File: src/rtl/box_wrap_pipeline.sv
// rtl/box_wrap_pipeline.sv - elastic 4-stage wrapping paper / ribbon calculator with batch total
//
// Purpose: per l x w x h box, compute wrapping paper (mode 0) or ribbon
// length (mode 1), stream the result out on a valid/ready interface and
// accumulate a per-batch total that is published when the box tagged last
// leaves the block.
//
// Ports:
//   clk, reset                         rising-edge clock, asynchronous active-high reset
//   in_valid, in_ready                 box input handshake
//   in_mode, in_last                   0 = paper / 1 = ribbon, final box of the batch
//   in_length, in_width, in_height     box dimensions (unsigned)
//   res_valid, res_ready               per-box result handshake
//   res_last, res_value                last-box tag and result (modulo 2^RESULT_WIDTH)
//   total_valid                        one-cycle pulse: total_value/total_ovf just updated
//   total_value, total_ovf             batch total and batch carry-out flag

module box_wrap_pipeline #(
  parameter int SIZE_WIDTH   = 8,
  parameter int RESULT_WIDTH = 24,
  parameter int TOTAL_WIDTH  = 32
) (
  input  logic                    clk,
  input  logic                    reset,
  input  logic                    in_valid,
  output logic                    in_ready,
  input  logic                    in_mode,
  input  logic                    in_last,
  input  logic [SIZE_WIDTH-1:0]   in_length,
  input  logic [SIZE_WIDTH-1:0]   in_width,
  input  logic [SIZE_WIDTH-1:0]   in_height,
  output logic                    res_valid,
  input  logic                    res_ready,
  output logic                    res_last,
  output logic [RESULT_WIDTH-1:0] res_value,
  output logic                    total_valid,
  output logic [TOTAL_WIDTH-1:0]  total_value,
  output logic                    total_ovf
);

  // Internal widths sized so nothing is lost before the final truncation.
  localparam int AREA_W  = 2 * SIZE_WIDTH;       // one face area
  localparam int VOL_W   = 3 * SIZE_WIDTH;       // l*w*h
  localparam int ASUM_W  = AREA_W + 2;           // sum of three areas
  localparam int DSUM_W  = SIZE_WIDTH + 2;       // sum of three dims
  localparam int CALC_W0 = VOL_W + 4;            // covers both formulas
  localparam int CALC_W  = (CALC_W0 > RESULT_WIDTH) ? CALC_W0 : RESULT_WIDTH;

  // ---------------------------------------------------------------------
  // Elastic handshake: a stage can take new data when it is empty or its
  // current contents move on this cycle. The chain is purely combinational
  // from the output ready back to in_ready, so a full pipe with res_ready
  // high still accepts one box per cycle.
  // ---------------------------------------------------------------------
  logic s1_valid, s2_valid, s3_valid;
  logic s1_ready, s2_ready, s3_ready, s4_ready;

  assign s4_ready = !res_valid || res_ready;
  assign s3_ready = !s3_valid  || s4_ready;
  assign s2_ready = !s2_valid  || s3_ready;
  assign s1_ready = !s1_valid  || s2_ready;
  assign in_ready = s1_ready;

  // ---------------------------------------------------------------------
  // S1: register dimensions; face areas computed from the registers.
  // ---------------------------------------------------------------------
  logic [SIZE_WIDTH-1:0] s1_l, s1_w, s1_h;
  logic                  s1_mode, s1_last;
  logic [AREA_W-1:0]     s1_lw, s1_wh, s1_hl;

  always_ff @(posedge clk or posedge reset) begin
    if (reset) begin
      s1_valid <= 1'b0;
      s1_l     <= '0;
      s1_w     <= '0;
      s1_h     <= '0;
      s1_mode  <= 1'b0;
      s1_last  <= 1'b0;
    end else if (s1_ready) begin
      s1_valid <= in_valid;
      if (in_valid) begin
        s1_l    <= in_length;
        s1_w    <= in_width;
        s1_h    <= in_height;
        s1_mode <= in_mode;
        s1_last <= in_last;
      end
    end
  end

  assign s1_lw = AREA_W'(s1_l) * AREA_W'(s1_w);
  assign s1_wh = AREA_W'(s1_w) * AREA_W'(s1_h);
  assign s1_hl = AREA_W'(s1_h) * AREA_W'(s1_l);

  // ---------------------------------------------------------------------
  // S2: register areas and dims; derive min area, sum of the two smallest
  // dims (total minus the largest, so ties need no special handling),
  // volume and the area sum.
  // ---------------------------------------------------------------------
  logic [SIZE_WIDTH-1:0] s2_l, s2_w, s2_h;
  logic [AREA_W-1:0]     s2_lw, s2_wh, s2_hl;
  logic                  s2_mode, s2_last;

  always_ff @(posedge clk or posedge reset) begin
    if (reset) begin
      s2_valid <= 1'b0;
      s2_l     <= '0;
      s2_w     <= '0;
      s2_h     <= '0;
      s2_lw    <= '0;
      s2_wh    <= '0;
      s2_hl    <= '0;
      s2_mode  <= 1'b0;
      s2_last  <= 1'b0;
    end else if (s2_ready) begin
      s2_valid <= s1_valid;
      if (s1_valid) begin
        s2_l    <= s1_l;
        s2_w    <= s1_w;
        s2_h    <= s1_h;
        s2_lw   <= s1_lw;
        s2_wh   <= s1_wh;
        s2_hl   <= s1_hl;
        s2_mode <= s1_mode;
        s2_last <= s1_last;
      end
    end
  end

  logic [AREA_W-1:0]     s2_min_lw_wh, s2_min_area;
  logic [SIZE_WIDTH-1:0] s2_max_lw, s2_max_dim;
  logic [DSUM_W-1:0]     s2_small_sum;
  logic [VOL_W-1:0]      s2_lwh;
  logic [ASUM_W-1:0]     s2_area_sum;

  assign s2_min_lw_wh = (s2_lw < s2_wh) ? s2_lw : s2_wh;
  assign s2_min_area  = (s2_min_lw_wh < s2_hl) ? s2_min_lw_wh : s2_hl;
  assign s2_max_lw    = (s2_l > s2_w) ? s2_l : s2_w;
  assign s2_max_dim   = (s2_max_lw > s2_h) ? s2_max_lw : s2_h;
  assign s2_small_sum = DSUM_W'(s2_l) + DSUM_W'(s2_w) + DSUM_W'(s2_h)
                      - DSUM_W'(s2_max_dim);
  assign s2_lwh       = VOL_W'(s2_lw) * VOL_W'(s2_h);
  assign s2_area_sum  = ASUM_W'(s2_lw) + ASUM_W'(s2_wh) + ASUM_W'(s2_hl);

  // ---------------------------------------------------------------------
  // S3: register the partial terms; select the formula for this box.
  // ---------------------------------------------------------------------
  logic [ASUM_W-1:0] s3_area_sum;
  logic [AREA_W-1:0] s3_min_area;
  logic [DSUM_W-1:0] s3_small_sum;
  logic [VOL_W-1:0]  s3_lwh;
  logic              s3_mode, s3_last;

  always_ff @(posedge clk or posedge reset) begin
    if (reset) begin
      s3_valid     <= 1'b0;
      s3_area_sum  <= '0;
      s3_min_area  <= '0;
      s3_small_sum <= '0;
      s3_lwh       <= '0;
      s3_mode      <= 1'b0;
      s3_last      <= 1'b0;
    end else if (s3_ready) begin
      s3_valid <= s2_valid;
      if (s2_valid) begin
        s3_area_sum  <= s2_area_sum;
        s3_min_area  <= s2_min_area;
        s3_small_sum <= s2_small_sum;
        s3_lwh       <= s2_lwh;
        s3_mode      <= s2_mode;
        s3_last      <= s2_last;
      end
    end
  end

  logic [CALC_W-1:0]       s3_paper, s3_ribbon;
  logic [RESULT_WIDTH-1:0] s3_result;

  assign s3_paper  = (CALC_W'(s3_area_sum) << 1) + CALC_W'(s3_min_area);
  assign s3_ribbon = (CALC_W'(s3_small_sum) << 1) + CALC_W'(s3_lwh);
  // Truncation gives the modulo-2^RESULT_WIDTH result.
  assign s3_result = RESULT_WIDTH'(s3_mode ? s3_ribbon : s3_paper);

  // ---------------------------------------------------------------------
  // S4: output register. Holds while res_valid && !res_ready.
  // ---------------------------------------------------------------------
  always_ff @(posedge clk or posedge reset) begin
    if (reset) begin
      res_valid <= 1'b0;
      res_last  <= 1'b0;
      res_value <= '0;
    end else if (s4_ready) begin
      res_valid <= s3_valid;
      res_last  <= s3_valid && s3_last;
      if (s3_valid) begin
        res_value <= s3_result;
      end
    end
  end

  // ---------------------------------------------------------------------
  // Batch accumulator. The last box's own result is folded into the
  // published total on the same edge that clears the running sum, so the
  // next batch starts from zero with no idle cycle.
  // ---------------------------------------------------------------------
  logic                   res_hs;
  logic [TOTAL_WIDTH-1:0] acc;
  logic                   acc_ovf;
  logic [TOTAL_WIDTH:0]   acc_sum;

  assign res_hs  = res_valid && res_ready;
  assign acc_sum = (TOTAL_WIDTH + 1)'(acc) + (TOTAL_WIDTH + 1)'(res_value);

  always_ff @(posedge clk or posedge reset) begin
    if (reset) begin
      acc         <= '0;
      acc_ovf     <= 1'b0;
      total_valid <= 1'b0;
      total_value <= '0;
      total_ovf   <= 1'b0;
    end else begin
      total_valid <= 1'b0;
      if (res_hs) begin
        if (res_last) begin
          total_value <= acc_sum[TOTAL_WIDTH-1:0];
          total_ovf   <= acc_ovf || acc_sum[TOTAL_WIDTH];
          total_valid <= 1'b1;
          acc         <= '0;
          acc_ovf     <= 1'b0;
        end else begin
          acc     <= acc_sum[TOTAL_WIDTH-1:0];
          acc_ovf <= acc_ovf || acc_sum[TOTAL_WIDTH];
        end
      end
    end
  end

endmodule
File: config.mk
export PLATFORM = sky130hd
export DESIGN_NAME = box_wrap_pipeline
export DESIGN_NICKNAME = d
export VERILOG_FILES = /design/src/rtl/box_wrap_pipeline.sv
export SDC_FILE = /design/constraint.sdc
export NUM_CORES = 2
export LEC_CHECK = 0
export CAP_MARGIN = 0
export CORE_ASPECT_RATIO = 0.9
export CORE_MARGIN = 1.5
export CORE_UTILIZATION = 29
export CTS_BUF_LIST = sky130_fd_sc_hd__clkbuf_4 sky130_fd_sc_hd__clkbuf_8
export CTS_CLUSTER_DIAMETER = 150
export DETAILED_ROUTE_END_ITERATION = 8
export PLACE_DENSITY = 0.54
export SYNTH_ARGS = -nofsm -noshare
export SYNTH_HDL_FRONTEND = slang
export SYNTH_SLANG_ARGS = --single-unit
File: constraint.sdc
create_clock -name clk -period 12.4 [get_ports clk]
set_input_delay 1.86 -clock clk [delete_from_list [all_inputs] [get_ports clk]]
set_output_delay 1.86 -clock clk [all_outputs]
set_load 0.05 [all_outputs]
## Word-level counts from Yosys, hierarchy flattened

Index checks and enable logic that the tools add are counted.

| word-level totals | value |
|---|---|
| register bits after elaboration | 266 |
| RAM bits | 0 |
| bits in latches | 0 |
| memories | 0 |
| memory bits (read-only) | 0 |
| word-level logic and storage cells | 71 |

| cells by class | value |
|---|---|
| magnitude comparators | 4 |
| multiply operators | 4 |
| reductions and logical operators | 16 |
| equal/unequal tests | 0 |
| bitwise operators | 0 |
| multiplexer cells | 9 |
| shift operators | 0 |
| div/mod/pow operators | 0 |
| add/subtract/negate cells | 8 |

Operator list:

| operator | number |
|---|---|
| multiplier 8 x 8 -> 16 bit | 3 |
| adder 32 x 24 -> 33 bit | 1 |
| < comparator 16 bit | 2 |
| 2-to-1 mux 16 bit | 2 |
| 2-to-1 mux 32 bit | 1 |
| adder 11 x 24 -> 24 bit | 1 |
| multiplier 16 x 8 -> 24 bit | 1 |
| 2-to-1 mux 24 bit | 1 |
| adder 19 x 16 -> 20 bit | 1 |
| adder 17 x 16 -> 18 bit | 1 |
| adder 16 x 16 -> 17 bit | 1 |
| > comparator 8 bit | 2 |
| 2-to-1 mux 8 bit | 2 |
| adder 9 x 8 -> 10 bit | 1 |
| AND reduction 2 bit | 5 |
| subtractor 10 x 8 -> 10 bit | 1 |
| adder 8 x 8 -> 9 bit | 1 |
| logical OR 1 bit | 5 |
| logical NOT 1 bit | 4 |
| 2-to-1 mux 1 bit | 3 |
| logical AND 1 bit | 2 |

## Depth between registers and ports, before layout

| logic depth | value |
|---|---|
| depth in word-level cells | 6 |
| gate-level depth with buffers | 32 |
| depth with buffers taken out | 30 |

## Worst setup path after synthesis

No wires, ideal clock.

| path | value |
|---|---|
| path kind | register to register |
| start point | register s2_w[1] |
| end point | register s3_small_sum[9] |
| setup time | 0.136 ns |
| data required time | 12.264 ns |
| period minus slack after synthesis | 6.285 ns |
| cell stages (with the launch flop) | 31 |
| data arrival time | 6.148 ns |
| slack | 6.115 ns |
| path buffers | 2 |
| cells stage by stage | dfrtp_1 inv_1 ha_1 nor2b_1 o21a_1 o21a_1 o21ai_0 a21oi_1 a211o_1 clkbuf_1 and3_1 or2_1 ha_1 nand4_1 o21bai_1 a22oi_1 clkbuf_1 a31oi_1 fa_1 fa_1 inv_1 ha_1 fa_1 a21o_1 a21oi_1 o21bai_1 a21oi_1 o21bai_1 a21oi_1 xnor2_1 o21ai_0 |

| between the ends | value |
|---|---|
| cells in the longest elaborated chain, start to end | 5 |
| elaborated cells on any way between the ends | 7 |
| those cells by class | add/sub (3); order compare (2); mux (2) |

RTL lines:

| item | line | text |
|---|---|---|
| start: declaration | 100 | `logic [SIZE_WIDTH-1:0] s2_l, s2_w, s2_h;` |
| start signal: assignment | 119 | `s2_w <= s1_w;` |
| > comparator 8 bit | 138 | `assign s2_max_lw = (s2_l > s2_w) ? s2_l : s2_w;` |
| 2-to-1 mux 8 bit | 138 |  |
| > comparator 8 bit | 139 | `assign s2_max_dim = (s2_max_lw > s2_h) ? s2_max_lw : s2_h;` |
| 2-to-1 mux 8 bit | 139 |  |
| subtractor 10 x 8 -> 10 bit (*) | 141 | `- DSUM_W'(s2_max_dim);` |
| end signal: assignment | 168 | `s3_small_sum <= s2_small_sum;` |
| end: declaration | 150 | `logic [DSUM_W-1:0] s3_small_sum;` |

Mark *: on every way between the ends. The rest lies on a longest branch, timed or not.
A chain may end at the register's enable or synchronous reset.

## Worst setup path in the final report

Ends and elaborated chain as after synthesis.

==> results.yml <==
run_status:
  outcome: "finished, final reports clean"
run:
  max_cap_viol_count: 0
placement:
  place.gp.congestion: 0.856
  dpl_worst_slack_ns: 5.20
  dpl_cell_area_um2: 28200
  hpwl_mm: 51.8
  port_buffers: 90
worst_setup_path:
  critical_path_class: "register to register"
  cp_num_buf_inv: 2
  critPathArrivalTime_ns: 7.82
  slowest_delay_ns: 0.91
  endpoint_kind: "register"
  cp_top_family: "compound AO/OA/AOI/OAI gates"
  cp_common_cell: "a21oi_1"
  path_max_fanout: 15
  cp_slowest_cell: "a22oi_1"
  startpoint_type: "register"
  cp_data_required_time_ns: 12.88
timing:
  hold_ws_ns: 0.470
  slew_viol_final: 0
  fin_ws_ns: 5.06
  finalCriticalPeriod_ns: 7.34
  final.setup.tns_ns: 0
  setup_violations: 0
  fin_crit_sh_pct: 59.2
  rsz0062_at_grt: "false"
  hold_violations: 0
  tightest_slew_ns: 1.15
  slew_headroom_pct: 23.3
  fin_worst_skew_ns: 0.0251
  clock.fmax_mhz: 136
cts:
  cts_inserted_buffers: 48
  cts.htree.levels: 2
  clk_latency_ns: 0.65
  clk_pin_slew_worst_paths_ns: 0.06
  hold_buffers: 0
  tritoncts: "done"
  post_cts_buffers: 0
  ctsResizeCount: 0
  clock-root-buffer: "clkbuf_8"
  cts.path.max_buffers: 3
  cts_sinks: 266
die:
  die_y_um: 288
  num_rows: 104
  die_x_um: 320
  core-area_um2: 89400
  io_pins: 91
  die-area_um2: 92000
  start_util_pct: 29.2
synthesis:
  yosysWarningCount: 0
  synth_nets: 3459
  synth_flop_cell: "dfrtp_1"
  syn_inst: 2929
  synth_edf_count: 0
  async_flop_share_pct: 100
  yosysUniqueCellTypes: 80
  synth_area_um2: 26100
  synth_seq_cells: 266
  ys_seq_area_share_pct: 25.5
  avgSynthCellArea_um2: 8.93
layout:
  final_common_cell: "nand2_1"
  drive_gt1_share_pct: 6.08
  areaGrowthSynthToFinish_pct: 11.9
  fillers: 9305
  finalInstanceArea_um2: 29300
  final_cell_mix: "nand2_1, inv_1, ha_1"
  diodes: 0
  nets: 3487
routing:
  wl_per_cell_um: 16.6
  first_iter_violations: 1035
  wl_mm: 69.1
  vias_per_cell: 4.77
  drtPass1Iterations: 5
  drtAntennaViolNets: 0
  drc: 0
  via_count: 19900
global_routing:
  grt_pass1_vias: 19900
  grt_pass1_wl_mm: 112
  grt_antenna_before_repair: 1
  grt_max_degree: 152
  grt_usage_pct: 15.3
  grt_overflow_total: 0
min_path:
  min_path_type: "register to register"
-- per-stage QoR --
stage / util [%] / instances
2_1_floorplan: - / 2929
3_3_place_gp: 31.5 / 4073
3_5_place_dp: 31.5 / 4073
4_1_cts: 32.7 / 4160
5_1_grt: 32.7 / 4160
6_report: 32.7 / 4160
-- layer usage --
metal,wire length (um),global-route usage (%)
met1,35800,22.8
met2,28400,22.7
met3,3250,2.41
met4,1650,4.17
met5,0,0
-- state kept, by name, summed over array words and instances, names as in the netlist, 10 cells and up --
name          cells
acc              32
res_value        24
s2_hl            16
s2_lw            16
s2_wh            16
s3_area_sum      18
s3_lwh           24
s3_min_area      16
s3_small_sum     10
total_value      32
-- worst reg2reg max path: cells and delay by family, from the launching register on --
| family | cells | cell delay [ns] |
|---|---|---|
| AO/OA/AOI/OAI | 16 | 4.03 |
| adder cells (fa/ha/maj) | 6 | 2.00 |
| AND/OR/NAND/NOR | 4 | 0.49 |
| flip-flops | 1 | 0.38 |
| buffers and inverters | 2 | 0.16 |
| XOR/XNOR | 1 | 0.13 |
-- logic make-up (layout without fill, tap and decap cells) --
kind of cell / after synthesis / count (layout) / synth area share [%]
xor+xnor: 118 / 118 / 3.95
buf+inv: 483 / 548 / 7.00
fa+ha+maj: 500 / 500 / 30.5
compound gates: 577 / 577 / 14.2
simple gates: 937 / 937 / 16.9
flops: 266 / 266 / 25.5
mux: 48 / 48 / 2.06
-- cells in the mapped netlist (16+ instances only) --
| cell | n | share of area [%] |
|---|---|---|
| ha_1 | 272 | 13 |
| o21a_1 | 21 | 0.60 |
| dfrtp_1 | 266 | 25 |
| and2_1 | 160 | 3.8 |
| nand2b_1 | 28 | 0.67 |
| a21o_1 | 46 | 1.3 |
| clkbuf_1 | 118 | 1.7 |
| inv_1 | 350 | 5.0 |
| mux2_2 | 42 | 1.8 |
| nand4_1 | 29 | 0.69 |
| nand2_1 | 452 | 6.5 |
| fa_1 | 228 | 17 |
| o21ai_0 | 186 | 3.6 |
| or3_1 | 26 | 0.62 |
| a21oi_1 | 120 | 2.3 |
| xnor2_1 | 67 | 2.2 |
| o21ai_1 | 16 | 0.31 |
| a22o_1 | 19 | 0.64 |
| a31oi_1 | 24 | 0.57 |
| nor3_1 | 27 | 0.52 |
| nand3_1 | 47 | 0.90 |
| nor2_1 | 105 | 1.5 |
| nor2b_1 | 23 | 0.55 |
| xor2_1 | 51 | 1.7 |
| o211ai_1 | 17 | 0.49 |
-- cell type report --
| cell class | instances | area [um2] | area share (%) |
|---|---|---|---|
| inverters | 352 | 1330 | 4.54 |
| clock buffers | 70 | 913 | 3.12 |
| multi-input cells | 2180 | 17700 | 60.4 |
| clock inverters | 17 | 174 | 0.594 |
| well taps | 1166 | 1460 | 4.99 |
| repair buffers | 109 | 1060 | 3.61 |
| flip-flops and latches | 266 | 6660 | 22.7 |
-- final timing paths --
check                                       startpoint                           to  slack, ns  cells past startpoint
setup / recovery                   s2_w[1]$_DFFE_PP0P_  s3_small_sum[9]$_DFFE_PP0P_       5.06                     29
hold / removal             total_value[10]$_DFFE_PP0P_  total_value[10]$_DFFE_PP0P_       0.47                      2
setup reg to reg                   s2_w[1]$_DFFE_PP0P_  s3_small_sum[9]$_DFFE_PP0P_       5.06                     29
hold reg to reg            total_value[10]$_DFFE_PP0P_  total_value[10]$_DFFE_PP0P_       0.47                      2
max in group asynchronous                        reset          s1_h[7]$_DFFE_PP0P_       9.21                      3
min in group asynchronous                        reset           acc[7]$_DFFE_PP0P_       1.81                      2
Power is not shown: default switching activity piles up to over one toggle a cycle in this logic, so the estimate is an artifact.
